`config.mk`:
```
export PLATFORM = sky130hd
export DESIGN_NAME = i2c_rtc_sequencer
export DESIGN_NICKNAME = d
export VERILOG_FILES = /design/src/rtl/i2c_rtc_sequencer_pkg.sv /design/src/rtl/i2c_rtc_sequencer_poll_timer.sv /design/src/rtl/i2c_rtc_sequencer.sv
export SDC_FILE = /design/constraint.sdc
export NUM_CORES = 1
export LEC_CHECK = 0
export CAP_MARGIN = 5
export CORE_ASPECT_RATIO = 1.4
export CORE_MARGIN = 4
export CORE_UTILIZATION = 47
export DETAILED_ROUTE_END_ITERATION = 8
export GPL_ROUTABILITY_DRIVEN = 0
export MAX_ROUTING_LAYER = met4
export PLACE_DENSITY = 0.91
export SLEW_MARGIN = 25
export SYNTH_ARGS = -nofsm -noshare
export SYNTH_HDL_FRONTEND = slang
export SYNTH_HIERARCHICAL = 1
export SYNTH_SLANG_ARGS = --single-unit
```
`constraint.sdc`:
```
create_clock -name clock -period 4.15 [get_ports clock]
set_clock_uncertainty 0.2 [all_clocks]
set_input_delay 0.83 -clock clock [delete_from_list [all_inputs] [get_ports clock]]
set_output_delay 0.83 -clock clock [all_outputs]
set_load 0.02 [all_outputs]
```
`src/rtl/i2c_rtc_sequencer_pkg.sv`:
```
// Shared types and constants for the RTC polling/set sequencer.
package i2c_rtc_sequencer_pkg;

  // Sequencer states. These are kept as plain constants so existing tools and
  // waveform scripts keep seeing the same 3-bit encodings.
  typedef logic [2:0] state_t;
  localparam state_t ST_IDLE        = 3'd0;
  localparam state_t ST_ISSUE       = 3'd1;
  localparam state_t ST_WAIT_ACCEPT = 3'd2;
  localparam state_t ST_WAIT_DONE   = 3'd3;
  localparam state_t ST_DONE        = 3'd4;
  localparam state_t ST_BACKOFF     = 3'd5;
  localparam state_t ST_FAULT       = 3'd6;

  // Which kind of I2C job is currently in flight.
  typedef enum logic {
    JOB_POLL = 1'b0,
    JOB_SET  = 1'b1
  } job_t;

  // RTC register pointer of the seconds register. The time block starts here.
  localparam logic [7:0] REG_PTR = 8'h00;

  // The seconds register carries the oscillator-halt flag in bit 7 and the
  // hours register carries the 12/24 mode bits in 7:6. Neither is time data.
  localparam logic [7:0] SS_MASK = 8'h7F;
  localparam logic [7:0] MM_MASK = 8'hFF;
  localparam logic [7:0] HH_MASK = 8'h3F;

  // Strip the non-time control bits from a raw {hh,mm,ss} read.
  function automatic logic [23:0] mask_time(input logic [23:0] raw);
    return {raw[23:16] & HH_MASK, raw[15:8] & MM_MASK, raw[7:0] & SS_MASK};
  endfunction

endpackage

```
`src/rtl/i2c_rtc_sequencer_poll_timer.sv`:
```
// Free-running period counter; tick is high for the one cycle before wrap.
module poll_timer #(
  parameter int PollTicks = 2_400_000
) (
  input  logic clock,
  input  logic rst_n,
  output logic tick
);

  localparam int W = (PollTicks > 1) ? $clog2(PollTicks) : 1;

  logic [W-1:0] cnt;

  assign tick = (cnt == W'(PollTicks - 1));

  // Count 0..PollTicks-1 and wrap.
  always_ff @(posedge clock or negedge rst_n) begin
    if (!rst_n)    cnt <= '0;
    else if (tick) cnt <= '0;
    else           cnt <= cnt + 1'b1;
  end

endmodule

```
`src/rtl/i2c_rtc_sequencer.sv`:
```
// Periodically reads {hh,mm,ss} from an I2C RTC and writes it on request,
// driving a byte-oriented I2C master with retry/backoff and a sticky fault.
module i2c_rtc_sequencer
  import i2c_rtc_sequencer_pkg::*;
#(
  parameter int         ClockFrequency = 24_000_000,
  parameter int         PollPeriodMs   = 100,
  parameter logic [6:0] DeviceAddress  = 7'h68,
  parameter int         MaxRetries     = 3,
  parameter int         RetryDelay     = 1024
) (
  input  logic        clock,
  input  logic        reset,
  input  logic        enable,
  input  logic        setTimeValid,
  output logic        setTimeReady,
  input  logic [23:0] setTimeData,
  output logic        timeValid,
  output logic [23:0] timeData,
  output logic        busy,
  output logic        fault,
  output logic        i2cStart,
  output logic [6:0]  i2cAddress,
  output logic [2:0]  i2cNrOfBytesToSend,
  output logic [31:0] i2cBytesToSend,
  output logic [2:0]  i2cNrOfBytesToRead,
  input  logic [23:0] i2cBytesToRead,
  input  logic        i2cReady,
  input  logic        i2cClockStretchTimeoutReached
);

  localparam int PollTicks = ClockFrequency / 1000 * PollPeriodMs;
  localparam int RW        = $clog2(MaxRetries + 1);
  localparam int BW        = $clog2(RetryDelay + 1);

  logic [1:0]    rst_sync;
  logic          rst_n;
  logic          tick;
  state_t        state;
  job_t          job;
  logic [23:0]   set_data;
  logic          poll_pending;
  logic          failed;
  logic [RW-1:0] retry_cnt;
  logic [RW-1:0] retry_nxt;
  logic [BW-1:0] bo_cnt;
  logic          take_set;
  logic          take_poll;

  // Assert asynchronously, release two clocks after reset goes high.
  always_ff @(posedge clock or negedge reset) begin
    if (!reset) rst_sync <= 2'b00;
    else        rst_sync <= {rst_sync[0], 1'b1};
  end
  assign rst_n = rst_sync[1];

  poll_timer #(.PollTicks(PollTicks)) u_poll_timer (
    .clock (clock),
    .rst_n (rst_n),
    .tick  (tick)
  );

  assign setTimeReady = rst_n && (state == ST_IDLE) && enable && !fault;
  assign take_set     = setTimeValid && setTimeReady;
  assign take_poll    = (state == ST_IDLE) && !take_set && poll_pending && enable;
  assign busy         = (state != ST_IDLE) && (state != ST_FAULT);
  assign fault        = (state == ST_FAULT);
  assign retry_nxt    = retry_cnt + 1'b1;

  // Job descriptor seen by the I2C master; byte 0 is the register pointer.
  assign i2cAddress         = DeviceAddress;
  assign i2cNrOfBytesToSend = (job == JOB_SET) ? 3'd4 : 3'd1;
  assign i2cBytesToSend     = (job == JOB_SET) ? {set_data, REG_PTR} : {24'h0, REG_PTR};
  assign i2cNrOfBytesToRead = (job == JOB_SET) ? 3'd0 : 3'd3;

  // Sticky poll request; dropped whenever the block is disabled.
  always_ff @(posedge clock or negedge rst_n) begin
    if (!rst_n) poll_pending <= 1'b0;
    else        poll_pending <= enable && ((poll_pending && !take_poll) || tick);
  end

  // Job sequencing: issue, handshake with the master, retry or fault.
  always_ff @(posedge clock or negedge rst_n) begin
    if (!rst_n) begin
      state     <= ST_IDLE;
      job       <= JOB_POLL;
      set_data  <= '0;
      failed    <= 1'b0;
      retry_cnt <= '0;
      bo_cnt    <= '0;
      i2cStart  <= 1'b0;
      timeValid <= 1'b0;
      timeData  <= '0;
    end else begin
      timeValid <= 1'b0;
      case (state)
        ST_IDLE: begin
          if (take_set) begin
            job      <= JOB_SET;
            set_data <= setTimeData;
            state    <= ST_ISSUE;
          end else if (take_poll) begin
            job   <= JOB_POLL;
            state <= ST_ISSUE;
          end
        end
        ST_ISSUE: begin
          failed <= 1'b0;
          if (i2cReady) begin
            i2cStart <= 1'b1;
            state    <= ST_WAIT_ACCEPT;
          end
        end
        ST_WAIT_ACCEPT: begin
          if (!i2cReady) begin
            i2cStart <= 1'b0;
            state    <= ST_WAIT_DONE;
          end
        end
        ST_WAIT_DONE: begin
          failed <= failed || i2cClockStretchTimeoutReached;
          if (i2cReady) state <= ST_DONE;
        end
        ST_DONE: begin
          if (!failed) begin
            retry_cnt <= '0;
            if (job == JOB_POLL) begin
              timeData  <= mask_time(i2cBytesToRead);
              timeValid <= 1'b1;
            end
            state <= ST_IDLE;
          end else begin
            retry_cnt <= retry_nxt;
            bo_cnt    <= '0;
            state     <= (retry_nxt >= RW'(MaxRetries)) ? ST_FAULT : ST_BACKOFF;
          end
        end
        ST_BACKOFF: begin
          if (bo_cnt == BW'(RetryDelay - 1)) state  <= ST_ISSUE;
          else                               bo_cnt <= bo_cnt + 1'b1;
        end
        ST_FAULT: begin
          if (!enable) begin
            retry_cnt <= '0;
            state     <= ST_IDLE;
          end
        end
        default: state <= ST_IDLE;
      endcase
    end
  end

endmodule

```
**After elaboration in Yosys (flattened, before gate mapping)**

Cells that the tools add are included.

- Mux-type cells: 29
- Equality and inequality tests: 17
- Bitwise operators: 2
- Order comparisons: 1
- $add $sub $neg: 3
- Reductions and logical operators: 29

Operators with widths:

| cell | number |
|---|---|
| $mux W32 | 1 |
| $mux W3 | 9 |
| $add A22 B1 Y22 const B | 1 |
| $eq A22 B22 Y1 const B | 1 |
| $mux W11 | 2 |
| $mux W22 | 1 |
| $pmux W11 S2 | 1 |
| $pmux W3 S7 | 1 |
| $ne A2 B2 Y1 const B | 7 |
| $add A11 B1 Y11 const B | 1 |
| $eq A11 B10 Y1 const B | 1 |
| $logic_and A1 B1 Y1 | 10 |
| $reduce_bool A2 Y1 | 5 |
| $eq A3 B3 Y1 const B | 3 |
| $reduce_and A3 Y1 | 3 |
| $mux W2 | 4 |
| $mux W1 | 7 |
| $eq A3 B2 Y1 const B | 2 |
| $ne A3 B3 Y1 const B | 2 |
| $reduce_and A2 Y1 | 3 |
| $reduce_and A6 Y1 | 1 |
| $pmux W1 S2 | 2 |
| $pmux W2 S2 | 1 |
| $eq A3 B1 Y1 const B | 1 |
| 7 further kinds | 11 |

- Logic and storage cells: 93
- Flip-flop bits (word level): 90
- Input port bits: 54
- Output and inout bits: 74

**Depth between registers and ports, before layout**

Gate-level depths: netlist of the first run.

- Depth after elaboration: 13
- Mapped depth: 6
- Mapped depth without buffers: 5

**By module**

Netlist of the first run, hierarchy kept.

By module, submodules not included:

| module | sequential area each (um2) | times used | area each (um2) | cells each |
|---|---|---|---|---|
| i2c_rtc_sequencer | 1701.6 | 1 | 3221.8 | 272 |
| poll_timer | 550.5 | 1 | 1051.0 | 102 |

**Worst setup path before layout of the first run**

No wires, ideal clock.

- Path type: register -> register
- Start: register rst_sync[1]
- End: register set_data[10]
- Cell stages (with the launch flop): 5
- Required time: 3.825 ns
- Setup time: 0.125 ns
- Data arrival time: 3.618 ns
- Buffers on the path: 1
- Setup slack: 0.207 ns
- Period minus slack after synthesis: 3.943 ns
- Cell sequence: dfrtp_1 -> nand3_1 -> nor3_4 -> buf_6 -> mux2_2

- Word-level cells in the longest chain between the ends: 5

Ends and longest elaborated chain:

| what | line | RTL |
|---|---|---|
| start, declared | i2c_rtc_sequencer.sv:36 | `logic [1:0] rst_sync;` |
| start signal, assigned | i2c_rtc_sequencer.sv:53 | `else rst_sync <= {rst_sync[0], 1'b1};` |
| $logic_and A1 B1 Y1 (3 in a row) | i2c_rtc_sequencer.sv:63 | `assign setTimeReady = rst_n && (state == ST_IDLE) && enable && !fault;` |
| $logic_and A1 B1 Y1 | i2c_rtc_sequencer.sv:64 | `assign take_set = setTimeValid && setTimeReady;` |
| $reduce_and A2 Y1 (no line) | -- |  |
| end signal, assigned | i2c_rtc_sequencer.sv:100 | `set_data <= setTimeData;` |
| end, declared | i2c_rtc_sequencer.sv:41 | `logic [23:0] set_data;` |

No other way between the ends.
A chain may end at the register's enable or synchronous reset.

**Final worst setup path of the first run**

- Start: register state[1]
- End: output setTimeReady

- Word-level cells in the longest chain between the ends: 4
- Elaborated cells on any way between the ends: 6
- Classes of those cells: eq/ne (1); reduce/logical (5)

Ends and longest elaborated chain:

| what | line | RTL |
|---|---|---|
| start, declared | i2c_rtc_sequencer.sv:39 | `state_t state;` |
| start signal, assigned | i2c_rtc_sequencer.sv:135 | `state <= (retry_nxt >= RW'(MaxRetries)) ? ST_FAULT : ST_BACKOFF;` |
| $logic_not A3 Y1 | i2c_rtc_sequencer.sv:63 |  |
| $logic_and A1 B1 Y1 (2 in a row) | i2c_rtc_sequencer.sv:63 |  |
| $logic_and A1 B1 Y1 (*) | i2c_rtc_sequencer.sv:63 |  |
| end, declared | i2c_rtc_sequencer.sv:16 | `output logic setTimeReady,` |

Every way passes the cells marked *; elsewhere a longest branch is shown, timed or not.

==> results.txt, run 1 <==
The routed wire length per instance came out at 15.6 um. Once the clock tree was built, the resizer swapped 0 gates to a different size. The pin count of the biggest net entering global routing came out at 90.

Summing every instance area after synthesis gives 4270 um^2. The max-slew violation count is 0. The classification of the worst setup path is flop to output pin.

The number of library cell types mapped by synthesis is 50. The remaining antenna violation count after routing is 0. In the routed layout, each cell is associated on average with a via count of 5.35.

The largest fanout on the critical path came out at 9. The total of flip-flops plus latches after synthesis came out at 90. For this run, asynchronously set or reset flops after synthesis account for 100%. The total via count after detailed routing came out at 3139. The power per unit of standard cell area is 667 nW/um^2. The post-cts hold buffer count came out at 0. The first-pass iteration count of the detailed router is 4. The first global-routing pass estimated 14900 um of wire. The sequential share of the synthesized area came out at 52.7%. The total overflow reported by the global router is 0. The tree is rooted in a clkbuf_16. Dividing the final minimum period by the clock period gives 78.4%. Clock tree synthesis inserted a total of 9 buffers. The area inside the core boundary is 8710 um^2. In this run, synthesis inferred 0 flip-flops with an integrated enable. The number of design rule violations left after detail routing is 0. The most used flip-flop cell after synthesis is dfrtp_1. The number of max-cap violations came out at 0. The leakage power is 2.38 nW. STA classifies the critical path endpoint as an output pin.

At the end of the flow, the number of nets in the layout was 534. The initial antenna violation count came to 0. Global routing used 18.2% of the available tracks. The final standard cell utilization of the core came out at 65.0%. The count of antenna diodes in the layout came out at 0.

The number of global-route vias before repair was 3208. The class of the worst hold path is flop to flop. Setup repair after global routing left no endpoint under its margin. Setup violations remaining at the end of the flow were counted as 0. The clock insertion delay at the later pin of the skew report is 0.33 ns. For the worst setup path, the data arrival time is 2.22 ns. The starting utilization of the core area came out at 49.1%.

The proportion of layout cells with a drive suffix above 1 came out at 15.8%. The number of I/O pins came out at 128. Synthesis produced 374 cells. The longest clock path from root to sink contains 2 buffers. The worst voltage drop across the vdd grid is 520 uV.

Ranked by total cell area, the synthesized netlist is headed by dfrtp_1 (53%), mux2_2 (12%), buf_4 (4.4%). After synthesis, the largest family of logic cells by area is simple AND/OR/NAND/NOR gates. The worst path required time came out at 3.12 ns. The largest total area in the synthesized netlist belongs to dfrtp_1. TritonCTS built the clock tree.

The die height came out at 121 um. The number of setup buffers added after CTS is 0. The post-synthesis xor/xnor area fraction is 3.48%. The post-synthesis mux area share is 12.4%. The adder-cell share of the synthesized area is 0.878%.

The H-tree generated during clock tree synthesis spans 3 levels. The area fraction in and, or, nand and nor cells after synthesis is 17.5%. Clock-pin slew was measured on the worst setup and hold paths at 0.06 ns. The count of fill cells added during filler insertion is 644. The setup TNS came out at 0 ns. A synthesized cell averages 11.4 um^2. The number of DRC markers after the initial detailed-route iteration is 307. The number of port buffers came out at 104.

The number of failing hold endpoints at the final stage came out at 0. The worst setup path is launched from a flop. The horizontal die dimension came out at 88.6 um. Yosys instantiated no cell more often than dfrtp_1. The timing-limited maximum frequency is 307 MHz. The number of placement rows came out at 40. Summed over all layers, the routed wires come to 9130 um. The share of the synthesized area in the top cell type is 52.7%. The shortest clock period the worst path allows after layout is 3.25 ns. The area added between synthesis and finish came out at 32.4%. The TritonCTS sink count is 90. The half-perimeter wire length of the detailed placement result is 6570 um. The synthesized netlist devotes 6.09% of its cell area to compound gates.

The die outline area came out at 10700 um^2. The commonest cells after synthesis are dfrtp_1 (90), mux2_2 (45), and2_1 (26). The slew at the pin closest to its max-slew limit came out at 0.967 ns.

In this run the tightest slew margin relative to its limit is 34.8%. The run finished with clean final reports. The total power after layout came out at 3.77 mW. The total of warnings raised by yosys came out at 6.
[layout make-up]
| cell class | count | area [um^2] | area share [%] |
|---|---|---|---|
| multi-input combinational | 259 | 1810 | 31.9 |
| clock buffer | 12 | 256 | 4.53 |
| sequential | 90 | 2260 | 39.9 |
| timing repair buffer | 108 | 1070 | 19.0 |
| tap | 105 | 131 | 2.32 |
| inverter | 9 | 33.8 | 0.597 |
| clock inverter | 4 | 97.6 | 1.73 |
[metal layers]
metal  vias up  GRT usage (%)  wire (um)
li1       1464              -          -
met1      1554           20.3       3520
met2       101           30.7       4830
met3        20           4.50        588
met4         0           7.66        193
met5         -              -          0
[state kept, by name (all words and copies together) (netlist names)]
register,count
poll_pending,1
timeValid,1
bo_cnt,11
job,1
rst_sync,2
i2cStart,1
failed,1
timeData,21
set_data,24
retry_cnt,2
u_poll_timer/cnt,22
state,3
[worst max-delay path, cell delays in order (launching register included)]
cell             delay, ns
dfrtp_1               0.49
nor3_1                0.54
and3_1                0.24
clkdlybuf4s50_1       0.61
[where the power goes]
| part | total (mW) | switching [mW] | internal [mW] |
|---|---|---|---|
| Sequential | 1.32 | 0.183 | 1.14 |
| Clock | 0.948 | 0.327 | 0.622 |
| Combinational | 1.50 | 0.710 | 0.794 |
[path summary, 6_finish.rpt]
check                            start      endpoint  slack, ns  depth (start not counted)
setup reg to reg           rst_sync[1]  set_data[17]       1.62                          5
max in group asynchronous  rst_sync[1]   timeData[2]       2.94                          1
min in group asynchronous  rst_sync[1]      state[1]       0.30                          1
hold / removal             rst_sync[0]   rst_sync[1]       0.15                          0
setup / recovery              state[1]  setTimeReady       0.90                          3
hold reg to reg            rst_sync[0]   rst_sync[1]       0.15                          0
[cells in the final DEF (no fill, tap or decap), types with 6 or more instances in the layout]
master             n
and3_1             6
o21ai_0           13
nor3_1            11
nand2_1           20
conb_1            21
mux2_2            45
nand4_1            8
xnor2_1           14
nand3_1           15
dfrtp_1           89
clkdlybuf4s50_1  104
inv_1              9
nor2_1            17
a21oi_1           10
and2_1            26
clkbuf_16          9
[stage by stage]
| step | hold slack (ns) | cells | setup slack [ns] | cell area [um^2] |
|---|---|---|---|---|
| floorplan | 0.131 | 393 | 0.207 | 4340 |
| global placement | 0.136 | 571 | 0.903 | 5300 |
| detailed placement | 0.146 | 571 | 0.909 | 5300 |
| CTS | 0.160 | 587 | 0.900 | 5660 |
| global route | 0.177 | 587 | 0.736 | 5660 |
| finish | 0.155 | 587 | 0.896 | 5660 |
[logic make-up (layout without fill, tap and decap cells)]
| logic type | after synthesis | in the layout |
|---|---|---|
| AOI/OAI and AO/OA | 40 | 40 |
| muxes | 47 | 47 |
| and+or+nand+nor | 131 | 131 |
| xor gates and xnor gates | 17 | 17 |
| other | 2 | 21 |
| DFF | 90 | 90 |
| buffers and inverters | 44 | 133 |
| adders and majority gates | 3 | 3 |
Power figures use the tool's default switching activity.
==> run 2, diff against run 1 <==
==> constraint.sdc (replaced) <==
create_clock -name clock -period 3.3 [get_ports clock]
set_clock_uncertainty 0.2 [all_clocks]
set_input_delay 0.66 -clock clock [delete_from_list [all_inputs] [get_ports clock]]
set_output_delay 0.66 -clock clock [all_outputs]
set_load 0.02 [all_outputs]
==> results.txt, run 2 (same netlist as run 1, synthesis figures left out) <==
The run finished with clean final reports. The number of max-cap violations came out at 0. Timing would allow up to 342 MHz. The non-filler instance count after layout came out at 589. The power per unit of standard cell area came out at 809 nW/um^2. The final instance area is 5590 um^2. The number of setup buffers added after CTS is 0. Among all stages on the critical path, the largest delay is contributed by clkdlybuf4s50_1. Detailed placement finished with a half-perimeter wire length of 6910 um. Hold repair after CTS inserted 0 buffers. The number of failing hold endpoints at the final stage is 0. The die outline area is 10700 um^2. The initial antenna violation count came out at 0. The setup TNS is 0 ns.

In the final layout, the registers with the most flip-flops are set_data x24, u_poll_timer/cnt x22, timeData x21. Measured against its own limit, the worst slew margin works out to 45.9%. The post-route clock period utilization is 88.6%. The leakage power is 2.35 nW. The total overflow reported by the global router is 0. The area inside the core boundary came out at 8710 um^2. The overall routing resource usage is 18.8%.

The worst-case setup slack after placement came out at 0.372 ns. The clock net in this run drives a total of 90 sinks. For this block, the initial DRC count from the detailed router was 158. The net count of the finished layout is 536. The TritonCTS buffer count came out at 9. The number of buffers and inverters on the critical path is 2. 0 antenna diodes ended up in the layout. Setup violations remaining at the end of the flow were counted as 0.

The flip-flop count of the largest register after layout is 24. The clock insertion delay at the later pin of the skew report came out at 0.34 ns. The H-tree depth came out at 3. The horizontal die dimension is 88.6 um. The remaining antenna violation count after routing is 0. The pin count of the biggest net entering global routing is 67. After detailed routing, the average wire length per cell comes to 15.8 um.

The total via count after detailed routing is 3157. The worst voltage drop across the vdd grid is 597 uV. STA classifies the critical path endpoint as an output pin.

The die height is 121 um. The smallest setup slack after layout is 0.377 ns. Setup repair after global routing left no endpoint under its margin. The number of design rule violations left after detail routing came out at 0. The via-per-instance ratio came out at 5.36. The largest fanout on the critical path is 7.

Clock-pin slew was measured on the worst setup and hold paths at 0.06 ns. The library cell used most frequently in the layout, excluding fill and tap cells, is clkdlybuf4s50_1. The clock tree from TritonCTS is built. No sink is reached through more buffers than the 2 on the longest clock path. In the layout the commonest cells are clkdlybuf4s50_1 (104), dfrtp_1 (89), mux2_2 (45). The signal on the critical path passes through clkdlybuf4s50_1, and3_1, clkdlybuf4s50_1. The count of fill cells added during filler insertion is 683. The kind of cell with the highest combined delay along the critical path is buffers and inverters. The number of port buffers came out at 104. The number of global-route vias before repair came out at 3180. The first-pass iteration count of the detailed router is 5. The delay contributed by the slowest stage of the critical path came out at 0.61 ns. The starting utilization of the core area is 49.1%. The area added between synthesis and finish came out at 30.9%. More flip-flops sit in one register than any other, and that register is set_data.

The worst path required time came out at 2.44 ns. After detailed placement, the design holds a cell count of 573. The number of instances resized during post-cts repair came out at 0. The class of the worst hold path is flop to async pin. The max-slew violation count came out at 0. For this block, the routed nets add up to 9280 um of wire. The floorplan has 40 rows. The total placed instance area came out at 5310 um^2. The worst path arrival time is 2.06 ns. The shortest clock period the worst path allows after layout came out at 2.92 ns. The first global-routing pass estimated 15100 um of wire.

The tree is rooted in a clkbuf_16. Among the stages of the critical path, the cell type that occurs most often is clkdlybuf4s50_1. The proportion of layout cells with a drive suffix above 1 came out at 16.3%. The worst setup path is launched from an input port.

Pin placement for this block handled 128 I/O pins. The worst setup path is of the input port to output pin kind. The slew at the pin closest to its max-slew limit came out at 0.812 ns.
-- run 2: cell types whose count changed in the layout (fill, tap and decap cells not counted) --
cell        previous run  this run
buf_4                  3         6
clkinv_2               0         2
buf_6                  1         0
clkbuf_8               2         1
clkinvlp_4             1         3
bufinv_16              3         0
clkbuf_1               1         0
inv_6                  0         1
-- run 2: through the flow --
step                      power [mW]  hold slack (ns)  util [%]
after global routing            4.79           0.0526      64.2
after global placement          3.53           0.0251      61.0
final                           4.53           0.0233      64.2
after floorplan                 2.75            0.131         -
after CTS                       4.58           0.0306      64.2
after detailed placement        3.62           0.0270      61.0
-- run 2: worst paths after layout --
kind,endpoint,start,cells past startpoint,slack (ns)
max in group asynchronous,timeData[3],rst_sync[1],1,1.76
max reg2reg,u_poll_timer/cnt[3],u_poll_timer/cnt[19],5,1.15
min in group clock,rst_sync[1],rst_sync[0],0,0.16
min,u_poll_timer/cnt[21],rst_sync[1],0,0.02
max,setTimeReady,enable,3,0.38
min reg2reg,u_poll_timer/cnt[21],rst_sync[1],0,0.02
-- run 2: where the power goes --
part	switching (mW)	internal (mW)	total, mW
combinational	0.899	1.01	1.91
clock	0.424	0.530	0.954
sequential	0.233	1.43	1.66
-- run 2: per-layer routing --
| layer | GRT usage (%) | part of all wire (%) | up-vias |
|---|---|---|---|
| li1 | - | - | 1469 |
| met1 | 20.7 | 37 | 1557 |
| met4 | 7.66 | 1.9 | 0 |
| met3 | 4.16 | 6.2 | 14 |
| met5 | - | 0 | - |
| met2 | 32.3 | 55 | 117 |
-- run 2: layout make-up --
| cell class | instances | area (um^2) | area share [%] |
|---|---|---|---|
| clock inverters | 6 | 41.3 | 0.738 |
| clock buffers | 10 | 239 | 4.27 |
| flip-flops and latches | 90 | 2260 | 40.3 |
| multi-input cells | 259 | 1810 | 32.3 |
| well taps | 105 | 131 | 2.35 |
| repair buffers | 110 | 1090 | 19.4 |
| inverters | 9 | 33.8 | 0.604 |
-- run 2: worst reg2reg max path: cells and delay by family, from the launching register on --
kind          cells  cell delay, ns
flops             1            0.43
simple gates      4            1.12
buf+inv           1            0.29
